===== config.mk =====
export PLATFORM = sky130hd
export DESIGN_NAME = fetch_stage_flat
export DESIGN_NICKNAME = d
export VERILOG_FILES = /design/src/rtl/fetch_stage_if.sv /design/src/rtl/fetch_stage.sv /design/src/flat_wrapper.sv
export SDC_FILE = /design/constraint.sdc
export NUM_CORES = 1
export LEC_CHECK = 0
export CAP_MARGIN = 0
export CELL_PAD_IN_SITES_DETAIL_PLACEMENT = 1
export CELL_PAD_IN_SITES_GLOBAL_PLACEMENT = 1
export CORE_MARGIN = 2
export CORE_UTILIZATION = 45
export DETAILED_ROUTE_END_ITERATION = 10
export DONT_BUFFER_PORTS = 1
export PLACE_DENSITY = 0.74
export SETUP_SLACK_MARGIN = 0.05
export SLEW_MARGIN = 0
export SYNTH_ARGS = -nofsm -noshare
export SYNTH_HDL_FRONTEND = slang
export SYNTH_SLANG_ARGS = --single-unit

===== constraint.sdc =====
create_clock -name clk -period 2.9 [get_ports clk]
set_clock_uncertainty 0.05 [all_clocks]
set_input_delay 0.58 -clock clk [delete_from_list [all_inputs] [get_ports clk]]
set_output_delay 0.58 -clock clk [all_outputs]
set_load 0.02 [all_outputs]

===== src/rtl/fetch_stage_if.sv =====
// Fetch-stage signal bundle: redirect/stall controls, instruction-memory port and IF/ID outputs.
interface fetch_stage_if #(
  parameter int ADDR_WIDTH  = 8,
  parameter int INSTR_WIDTH = 16
);
  logic                   pc_write_en;
  logic                   branch_taken;
  logic [ADDR_WIDTH-1:0]  branch_target;
  logic [ADDR_WIDTH-1:0]  imem_addr;
  logic [INSTR_WIDTH-1:0] imem_rdata;
  logic [INSTR_WIDTH-1:0] instruction;
  logic [ADDR_WIDTH-1:0]  instr_pc;
  logic                   instr_valid;
  logic                   halted;

  modport master (
    input  pc_write_en, branch_taken, branch_target, imem_rdata,
    output imem_addr, instruction, instr_pc, instr_valid, halted
  );

  modport slave (
    output pc_write_en, branch_taken, branch_target, imem_rdata,
    input  imem_addr, instruction, instr_pc, instr_valid, halted
  );
endinterface


===== src/rtl/fetch_stage.sv =====
// Instruction fetch stage: owns the PC, drives a synchronous-read imem, feeds the IF/ID register.
//   state  | meaning
//   RUN    | fetching; advances on pc_write_en, redirects on branch_taken
//   HALTED | HALT latched; only a branch or reset leaves this state
module fetch_stage #(
  parameter int                    ADDR_WIDTH  = 8,
  parameter int                    INSTR_WIDTH = 16,
  parameter logic [ADDR_WIDTH-1:0] RESET_PC    = '0,
  parameter logic [3:0]            HALT_OPCODE = 4'hF
) (
  input  logic          clk,
  input  logic          reset,
  fetch_stage_if.master fs
);

  typedef enum logic {RUN, HALTED} state_t;

  state_t                 state, stateD;
  logic [ADDR_WIDTH-1:0]  pcQ, pcD;
  logic [ADDR_WIDTH-1:0]  reqPcQ, reqPcD;
  logic                   reqValidQ, reqValidD;
  logic [INSTR_WIDTH-1:0] instrQ, instrD;
  logic [ADDR_WIDTH-1:0]  instrPcQ, instrPcD;
  logic                   instrValidQ, instrValidD;
  logic                   haltedQ, haltedD;
  logic [ADDR_WIDTH-1:0]  addr;
  logic                   isHalt;

  always_ff @(posedge clk) begin
    if (!reset) begin
      state       <= RUN;
      pcQ         <= RESET_PC;
      reqPcQ      <= RESET_PC;
      reqValidQ   <= 1'b0;
      instrQ      <= '0;
      instrPcQ    <= '0;
      instrValidQ <= 1'b0;
      haltedQ     <= 1'b0;
    end else begin
      state       <= stateD;
      pcQ         <= pcD;
      reqPcQ      <= reqPcD;
      reqValidQ   <= reqValidD;
      instrQ      <= instrD;
      instrPcQ    <= instrPcD;
      instrValidQ <= instrValidD;
      haltedQ     <= haltedD;
    end
  end

  assign isHalt = reqValidQ && (fs.imem_rdata[INSTR_WIDTH-1 -: 4] == HALT_OPCODE);

  always_comb begin
    stateD      = state;
    pcD         = pcQ;
    reqPcD      = reqPcQ;
    reqValidD   = reqValidQ;
    instrD      = instrQ;
    instrPcD    = instrPcQ;
    instrValidD = instrValidQ;
    // halted lags the HALTED state by one edge so the HALT word is seen valid first
    haltedD     = (state == HALTED);
    // default re-issues the in-flight address so its data survives a stall
    addr        = reqPcQ;

    if (fs.branch_taken) begin
      addr        = fs.branch_target;
      reqPcD      = fs.branch_target;
      reqValidD   = 1'b1;
      pcD         = fs.branch_target + 1'b1;
      instrValidD = 1'b0;
      stateD      = RUN;
      haltedD     = 1'b0;
    end else if (state == HALTED) begin
      instrValidD = 1'b0;
    end else if (fs.pc_write_en) begin
      addr        = pcQ;
      instrD      = fs.imem_rdata;
      instrPcD    = reqPcQ;
      instrValidD = reqValidQ;
      reqPcD      = pcQ;
      if (isHalt) begin
        stateD    = HALTED;
        reqValidD = 1'b0;
      end else begin
        reqValidD = 1'b1;
        pcD       = pcQ + 1'b1;
      end
    end
  end

  assign fs.imem_addr   = addr;
  assign fs.instruction = instrQ;
  assign fs.instr_pc    = instrPcQ;
  assign fs.instr_valid = instrValidQ;
  assign fs.halted      = haltedQ;

endmodule


===== src/flat_wrapper.sv =====
// flat-port wrapper written by rule: the top's interface ports become plain ports
module fetch_stage_flat 
#(
  parameter int                    ADDR_WIDTH  = 8,
  parameter int                    INSTR_WIDTH = 16,
  parameter logic [ADDR_WIDTH-1:0] RESET_PC    = '0,
  parameter logic [3:0]            HALT_OPCODE = 4'hF
)
  (clk, reset, fs_pc_write_en, fs_branch_taken, fs_branch_target, fs_imem_rdata, fs_imem_addr, fs_instruction, fs_instr_pc, fs_instr_valid, fs_halted);
  fetch_stage_if #(.ADDR_WIDTH(ADDR_WIDTH), .INSTR_WIDTH(INSTR_WIDTH)) fs_i ();
  input  logic clk;
  input  logic reset;
  input wire logic [$bits(fs_i.pc_write_en)-1:0] fs_pc_write_en;
  input wire logic [$bits(fs_i.branch_taken)-1:0] fs_branch_taken;
  input wire logic [$bits(fs_i.branch_target)-1:0] fs_branch_target;
  input wire logic [$bits(fs_i.imem_rdata)-1:0] fs_imem_rdata;
  output wire logic [$bits(fs_i.imem_addr)-1:0] fs_imem_addr;
  output wire logic [$bits(fs_i.instruction)-1:0] fs_instruction;
  output wire logic [$bits(fs_i.instr_pc)-1:0] fs_instr_pc;
  output wire logic [$bits(fs_i.instr_valid)-1:0] fs_instr_valid;
  output wire logic [$bits(fs_i.halted)-1:0] fs_halted;
  assign fs_i.pc_write_en = fs_pc_write_en;
  assign fs_i.branch_taken = fs_branch_taken;
  assign fs_i.branch_target = fs_branch_target;
  assign fs_i.imem_rdata = fs_imem_rdata;
  assign fs_imem_addr = fs_i.imem_addr;
  assign fs_instruction = fs_i.instruction;
  assign fs_instr_pc = fs_i.instr_pc;
  assign fs_instr_valid = fs_i.instr_valid;
  assign fs_halted = fs_i.halted;
  fetch_stage #(.ADDR_WIDTH(ADDR_WIDTH), .INSTR_WIDTH(INSTR_WIDTH), .RESET_PC(RESET_PC), .HALT_OPCODE(HALT_OPCODE)) u_core (.clk(clk), .reset(reset), .fs(fs_i));
endmodule

# Yosys cells after proc, flatten, opt, wreduce, memory -nomap -nowiden

Cells that the tools add are included.

$add $sub $neg: 2
Equality and inequality tests: 3
Muxes and demuxes: 14
Bitwise operators: 3
Reductions and logical operators: 7

Operator list:

| operator                                    | number |
|---|---|
| two-way mux 8 bit                           | 7 |
| adder 8 x 1 -> 8 bit, second input constant | 2 |
| two-way mux 1 bit                           | 7 |
| AND reduction 3 bit                         | 2 |
| equality test 4 bit, second input constant  | 1 |
| != test 2 bit, second input constant        | 2 |
| NOT 1 bit                                   | 3 |
| OR reduction 3 bit                          | 1 |
| AND reduction 2 bit                         | 1 |
| nonzero test 2 bit                          | 1 |
| OR reduction 2 bit                          | 1 |
| logical AND 1 bit                           | 1 |

Register bits: 44
Input port bits: 28
Output and inout bits: 34
Word-level logic and storage cells: 37

# Logic depth before layout (Yosys ltp)

Depth in word-level cells: 6
Gate-level depth with buffers: 10

# Least setup slack after synthesis

No wires, ideal clock.

Kind: input port to flip-flop
From: input port fs_branch_taken
To: register u_core.pcQ[6]
Library setup time: 0.122 ns
Arrival time: 2.428 ns
Slack: 0.300 ns
Stages on the path: 10
Cell sequence: buf_6 -> clkbuf_1 -> clkbuf_1 -> nand2_1 -> o21ai_0 -> ha_1 -> inv_1 -> a221o_1 -> o31a_1 -> o311a_1

Cells in the longest elaborated chain, start to end: 2

Ends and longest elaborated chain:

| item                                                                        | line               | text |
|---|---|---|
| start: declaration                                                          | flat_wrapper.sv:14 | `input wire logic [$bits(fs_i.branch_taken)-1:0] fs_branch_taken;` |
| != test 2 bit (no source line) / nonzero test 2 bit (equally long branches) | -                  |  |
| AND reduction 3 bit (no source line)                                        | -                  |  |
| end signal: assignment                                                      | fetch_stage.sv:41  | `pcQ <= pcD;` |
| end: declaration                                                            | fetch_stage.sv:19  | `logic [ADDR_WIDTH-1:0] pcQ, pcD;` |

Parallel ways exist; a longest one is shown, timed or not.
A chain may end at the register's enable or synchronous reset.

# Final worst setup path

From: register u_core.state
To: output port fs_imem_addr[0]

Cells in the longest elaborated chain, start to end: 2

Ends and longest elaborated chain:

| item                     | line               | text |
|---|---|---|
| start: declaration       | fetch_stage.sv:18  | `state_t state, stateD;` |
| start signal: assignment | fetch_stage.sv:40  | `state <= stateD;` |
| two-way mux 8 bit        | fetch_stage.sv:74  | `end else if (state == HALTED) begin` |
| two-way mux 8 bit        | fetch_stage.sv:66  | `if (fs.branch_taken) begin` |
| end: declaration         | flat_wrapper.sv:17 | `output wire logic [$bits(fs_i.imem_addr)-1:0] fs_imem_addr;` |

No other way between the ends.

==> flow_metrics.py <==
metrics = {
    "status": {
        "status": "finished, final reports clean",
    },
    "floorplanning": {
        "io_pins": 62,
        "die-area_um2": 5130,
        "die_height_um": 71.6,
        "row_count": 24,
        "coreArea_um2": 4380,
        "fp.dieW_um": 71.6,
        "initial_core_util_pct": 46.9,
    },
    "power": {
        "internal_power_w": 0.000849,
        "p_switching_w": 0.000304,
        "clkPwrFrac_pct": 30.7,
        "total_leakage_power_nw": 0.813,
        "seqPwrFrac_pct": 59.0,
        "swShare_pct": 26.3,
        "irDropWorstVdd_uv": 262,
        "powerDensity_nw_per_um2": 538,
        "p_comb_share_pct": 10.4,
    },
    "synthesis": {
        "synth_top_family_by_area": "simple AND/OR/NAND/NOR gates",
        "synth-xor-area-share_pct": 2.98,
        "synth_compound_area_share_pct": 20.1,
        "synth-async-reset-ratio_pct": 0,
        "synth.area.mux_share_pct": 5.42,
        "synth-warning-count": 0,
        "synth_largest_area_cell": "dfxtp_1",
        "synth_top_cells_by_count": "62 x nand2_1, 44 x dfxtp_1, 19 x a21boi_0",
        "yosysMostFrequentCell": "nand2_1",
        "synth_simple_gate_area_share_pct": 23.6,
        "syn_avg_cell_area_um2": 8.60,
        "syn_nets": 268,
        "synth_top_area_share_pct": 42.8,
        "seq_area_frac_synth_pct": 42.8,
        "ys_ff_latch": 44,
        "synthAdderAreaFrac_pct": 0.609,
        "syn_inst": 239,
        "synth-edff-count": 0,
        "ys.flop_type": "dfxtp_1",
        "synthTopCellsByArea": "dfxtp_1 43%, nand2_1 11%, a21boi_0 6.9%",
        "synth_area_um2": 2060,
        "ys_types": 42,
    },
    "clock_network": {
        "worstSkewPairLatency_ps": 290,
        "cts_made_buffers": 5,
        "tritoncts": "yes",
        "htree_levels": 2,
        "ctsHoldBuffers": 0,
        "clock_path_buffers": 2,
        "clkSlewWorstSetupHoldPaths_ps": 80,
        "clock-sinks": 44,
        "post_cts_buffers": 0,
        "root_buffer": "clkbuf_8",
    },
    "worst_setup_path": {
        "cp_max_fo": 11,
        "startpoint_type": "register",
        "cp-end-kind": "primary output",
        "critPathBufInv": 0,
        "slowest_delay_ps": 620,
        "required_ps": 2270,
        "cp_cell_sequence": "nand2b_1, mux2i_1, o21ai_0",
        "worst_path_max_delay_cell": "o21ai_0",
        "criticalPathCategory": "register to primary output",
        "cpLargestDelayFamily": "compound AO/OA/AOI/OAI gates",
        "arrival_ps": 2020,
    },
    "global_routing": {
        "antenna_found_initial": 0,
        "grt_pass1_wl_mm": 7.94,
        "grt_max_degree": 46,
        "gr-total-overflow": 0,
        "grt_pass1_vias": 1712,
        "grt.total_usage_pct": 20.0,
    },
    "final_layout": {
        "final_layout_size_suffix_gt1_share_pct": 6.47,
        "num_antenna_cells": 0,
        "fillers": 527,
        "fin_nets": 261,
        "multiInputGateArea_um2": 1080,
        "seq_area_um2": 881,
        "syn2layout_area_growth_pct": 4.32,
        "fin_cells": 284,
    },
    "drt": {
        "via_count": 1657,
        "wire_per_inst_um": 17.4,
        "avgViaCountPerCell": 5.83,
        "firstDrtPassIters": 4,
        "drt-initial-drc-count": 54,
        "ant_nets": 0,
        "totalWireLength_mm": 4.95,
        "drc": 0,
    },
    "timing": {
        "period_share_pct": 91.3,
        "fin_setup_tns_ps": 0,
        "relSlewSlack_pct": 49.5,
        "tightest_slew_ps": 749,
        "setup_violations": 0,
        "max_freq_mhz": 378,
        "rsz0062_at_grt": "false",
        "finalMaxSlewViolations": 0,
        "hold_violations": 0,
        "min_period_ps": 2650,
    },
    "min_path": {
        "holdCritPathClass": "input pin to register",
    },
    "job": {
        "cap_violations": 0,
    },
    "placement": {
        "gp_congestion": 0.832,
        "dp.cells": 277,
        "hpwl_mm": 3.58,
        "io_buffers": 0,
    },
}
==> final timing paths <==
check,depth (start not counted),slack (ps),from,end
worst min-delay path,1,360,reset,u_core.reqPcQ[7]
worst min register to register,2,420,u_core.reqPcQ[5],u_core.fs.instr_pc[5]
worst max register to register,5,840,u_core.state,u_core.pcQ[7]
worst max-delay path,3,250,u_core.state,fs_imem_addr[0]
==> repair_timing <==
| item | in CTS | in global routing |
|---|---|---|
| resized for setup | 0 | 1 |
| endpoints found under the setup margin | 0 | 1 |
| endpoints found under the hold margin | 0 | 0 |
==> cells in the final DEF, fill, tap and decap left out, types with 5 or more instances in the layout <==
master	netlist	routed
o21ai_0	10	9
nand2_1	62	62
mux2i_1	10	10
a21boi_1	6	6
and2_1	9	9
a21oi_1	6	6
xor2_1	5	5
clkbuf_8	0	5
a21boi_0	19	19
dfxtp_1	44	44
==> state kept, by name (all words and copies together) (netlist names) <==
register and count:
u_core.fs.halted 1, u_core.fs.instr_pc 8, u_core.fs.instr_valid 1, u_core.fs.instruction 16, u_core.pcQ 8, u_core.reqPcQ 8
u_core.reqValidQ 1, u_core.state 1
==> cell families after synthesis <==
kind of cell / Yosys count
xor+xnor: 7
flops: 44
compound gates: 58
buf+inv: 21
simple gates: 97
fa+ha+maj: 1
mux: 11
==> cell type report <==
cell class | count | area share, %
clock buffers | 6 | 3.38
well taps | 52 | 3.03
clock inverters | 1 | 0.233
inverters | 4 | 0.700
flip-flops and latches | 44 | 41.1
repair buffers | 3 | 1.05
multi-input cells | 174 | 50.5
==> power by group through the flow <==
stage | Sequential (W) | Clock, W | Combinational [W]
3_5_place_dp | 0.000694 | 0 | 0.000121
4_1_cts | 0.000679 | 0.000371 | 0.000121
6_report | 0.000680 | 0.000354 | 0.000120
3_3_place_gp | 0.000693 | 0 | 0.000114
5_1_grt | 0.000683 | 0.000393 | 0.000135
2_1_floorplan | 0.000685 | 0 | 0.000114
==> through the flow <==
step	hold slack (ps)	setup WS, ps	total power [W]	area (µm²)	utilization, %
final	365	253	0.00115	2140	48.9
after global routing	350	80.3	0.00121	2140	48.9
after CTS	347	192	0.00117	2140	48.9
after detailed placement	419	388	0.000815	2070	47.1
after global placement	389	496	0.000807	2070	47.1
after floorplan	379	300	0.000798	2060	-
==> per-layer routing <==
metal  share of wire (%)  track usage (%)
met1                  41             23.6
met2                  49             33.0
met3                 8.1             7.17
met4                 1.2             7.97
met5                   0                0
No activity file was read; power rests on OpenSTA's default activity.
==> RTL change (same settings) <==
`instrPcQ` no longer has a reset.
--- a/src/rtl/fetch_stage.sv
+++ b/src/rtl/fetch_stage.sv
@@ -33,7 +33,6 @@
       reqPcQ      <= RESET_PC;
       reqValidQ   <= 1'b0;
       instrQ      <= '0;
-      instrPcQ    <= '0;
       instrValidQ <= 1'b0;
       haltedQ     <= 1'b0;
     end else begin
@@ -42,10 +41,13 @@
       reqPcQ      <= reqPcD;
       reqValidQ   <= reqValidD;
       instrQ      <= instrD;
-      instrPcQ    <= instrPcD;
       instrValidQ <= instrValidD;
       haltedQ     <= haltedD;
     end
+  end
+
+  always_ff @(posedge clk) begin
+    instrPcQ <= instrPcD;
   end
 
   assign isHalt = reqValidQ && (fs.imem_rdata[INSTR_WIDTH-1 -: 4] == HALT_OPCODE);
Function: differs if reset is asserted again (counterexample within 4 cycles, from zero or initial values and one cycle with reset low); with reset held inactive, the same outputs for 10 cycles.
==> RTL change against the unedited design <==
  * Sequential power increased by 3.2%
  * Critical path depth unchanged
  * Sequential cell count unchanged
  * Worst setup slack improved by 28 ps
  * Synthesized area decreased by 5.9%
  * Total power increased by 8.9%
  * Cell area decreased by 4.6%
  * Routed wire length increased by 1.1%
==> RTL change: results (changes against the unedited design) <==
GR Layer Usage met1 - 0.253 (+0.0171)
sequential share of the synthesized area - 0.497 (+0.0683)
metal2 WL - 2440 µm (+0.16%)
GRT Total Usage - 0.210 (+0.0105)
R2R setup slack - 900 ps (+60 ps)
largest net degree at the start of global routing - 33 (-28%)
routed len/inst - 19.0 µm (+9.2%)
R2R Path End - u_core.reqPcQ[5]
worst min-delay path endpoint - u_core.reqPcQ[7]
status - complete, no violations
max frequency - 382 MHz (+1.1%)
Power Total - 1.26 mW (+8.9%)
Slew HR - 0.441 (-0.0545)
VDD IR max - 0.322 mV (+23%)
Distinct cells, synth - 39 (-7.1%)
share of the synthesized area in the top cell type - 0.373 (-0.0559)
post-synth net total - 245 (-8.6%)
top cells by count, synth - nand2_1, dfxtp_1, a21oi_1, mux2i_1
nets - 241 (-7.7%)
GPL Wtd Cong - 0.717 (-14%)
synth top area cells - dfxtp_1, edfxtp_1, nand2_1, a21oi_1, mux2i_1
H-tree Lvls - 2 (unchanged)
Min-Delay Startpoint - reset
Inserted Diodes - 0 (unchanged)
crit path to - fs_imem_addr[5]
met2 usage - 0.351 (+0.0212)
Flop+latch power - 0.702 mW (+3.2%)
DR WL met3 - 260 µm (-35%)
crit-path max FO - 14 (+3)
R2R cell count - 4 (-1)
CTS max path bufs - 2 (unchanged)
post-placement cell area - 0.00194 mm² (-5.9%)
WP data arrival - 1990 ps (-30 ps)
critical path startpoint - u_core.state
initial antenna violation count - 0 (unchanged)
layout cells sized above 1 - 0.0657 (+0.00107)
switching share of total power - 0.267 (+0.00343)
global-route wire length before repair - 8010 µm (+0.87%)
Largest register FFs - 16 (unchanged)
Lkg Pwr - 0.760 nW (-6.5%)
wire length on met1 - 2200 µm (+7.6%)
number of global-route vias before repair - 1562 (-8.8%)
Adder-Cell Fraction of Synth Area - 0.00647 (+0.000382)
port bufs - 0 (unchanged)
Crit-path slowest cell - nand2b_1
mux cell area share after synthesis - 0.0517 (-0.00242)
DR vias - 1543 (-6.9%)
DR pass1 iterations - 4 (unchanged)
Post-CTS Repair Setup Buffers - 0 (unchanged)
Synth Area in Compound Gates - 0.179 (-0.0217)
First DRT Iteration DRCs - 58 (+7.4%)
largest delay contributor family on the critical path - simple AND/OR/NAND/NOR gates
Top FF cell, synth - dfxtp_1
slowest cell delay on critical path - 670 ps (+50 ps)
M3 GR Usage - 0.0596 (-0.0121)
Synth Area in XOR/XNOR - 0.0272 (-0.00266)
post-detail-place hpwl - 3540 µm (-1.0%)
Synth warnings - 0 (unchanged)
number of synthesized flops with an enable pin - 8 (+8)
pre-CTS WS - 485 ps (+97.4 ps)
## RTL change: changes by cell type in the layout (fill, tap and decap cells not counted), sizes merged, moves of 5 or more
cell    before  now
dfxtp       44   36
a21oi        7   27
nor2         3    8
o21ai       10   15
a21boi      25    0
nand2       62   47
edfxtp       0    8
## RTL change: per-stage QoR
| stage | cells | hold WS [ps] |
|---|---|---|
| 2_1_floorplan | 216 | 358 |
| 3_3_place_gp | 255 | 365 |
| 3_5_place_dp | 255 | 377 |
| 4_1_cts | 263 | 348 |
| 5_1_grt | 263 | 341 |
| 6_report | 263 | 353 |
## RTL change: final cells by class
type / count / area [µm²]
tap: 50 / 62.6
multi-input combinational: 154 / 891
clock buffer: 7 / 97.6
inverter: 6 / 22.5
sequential: 44 / 961
timing repair buffer: 1 / 7.51
fill: 461 / 2010
clock inverter: 1 / 5.00
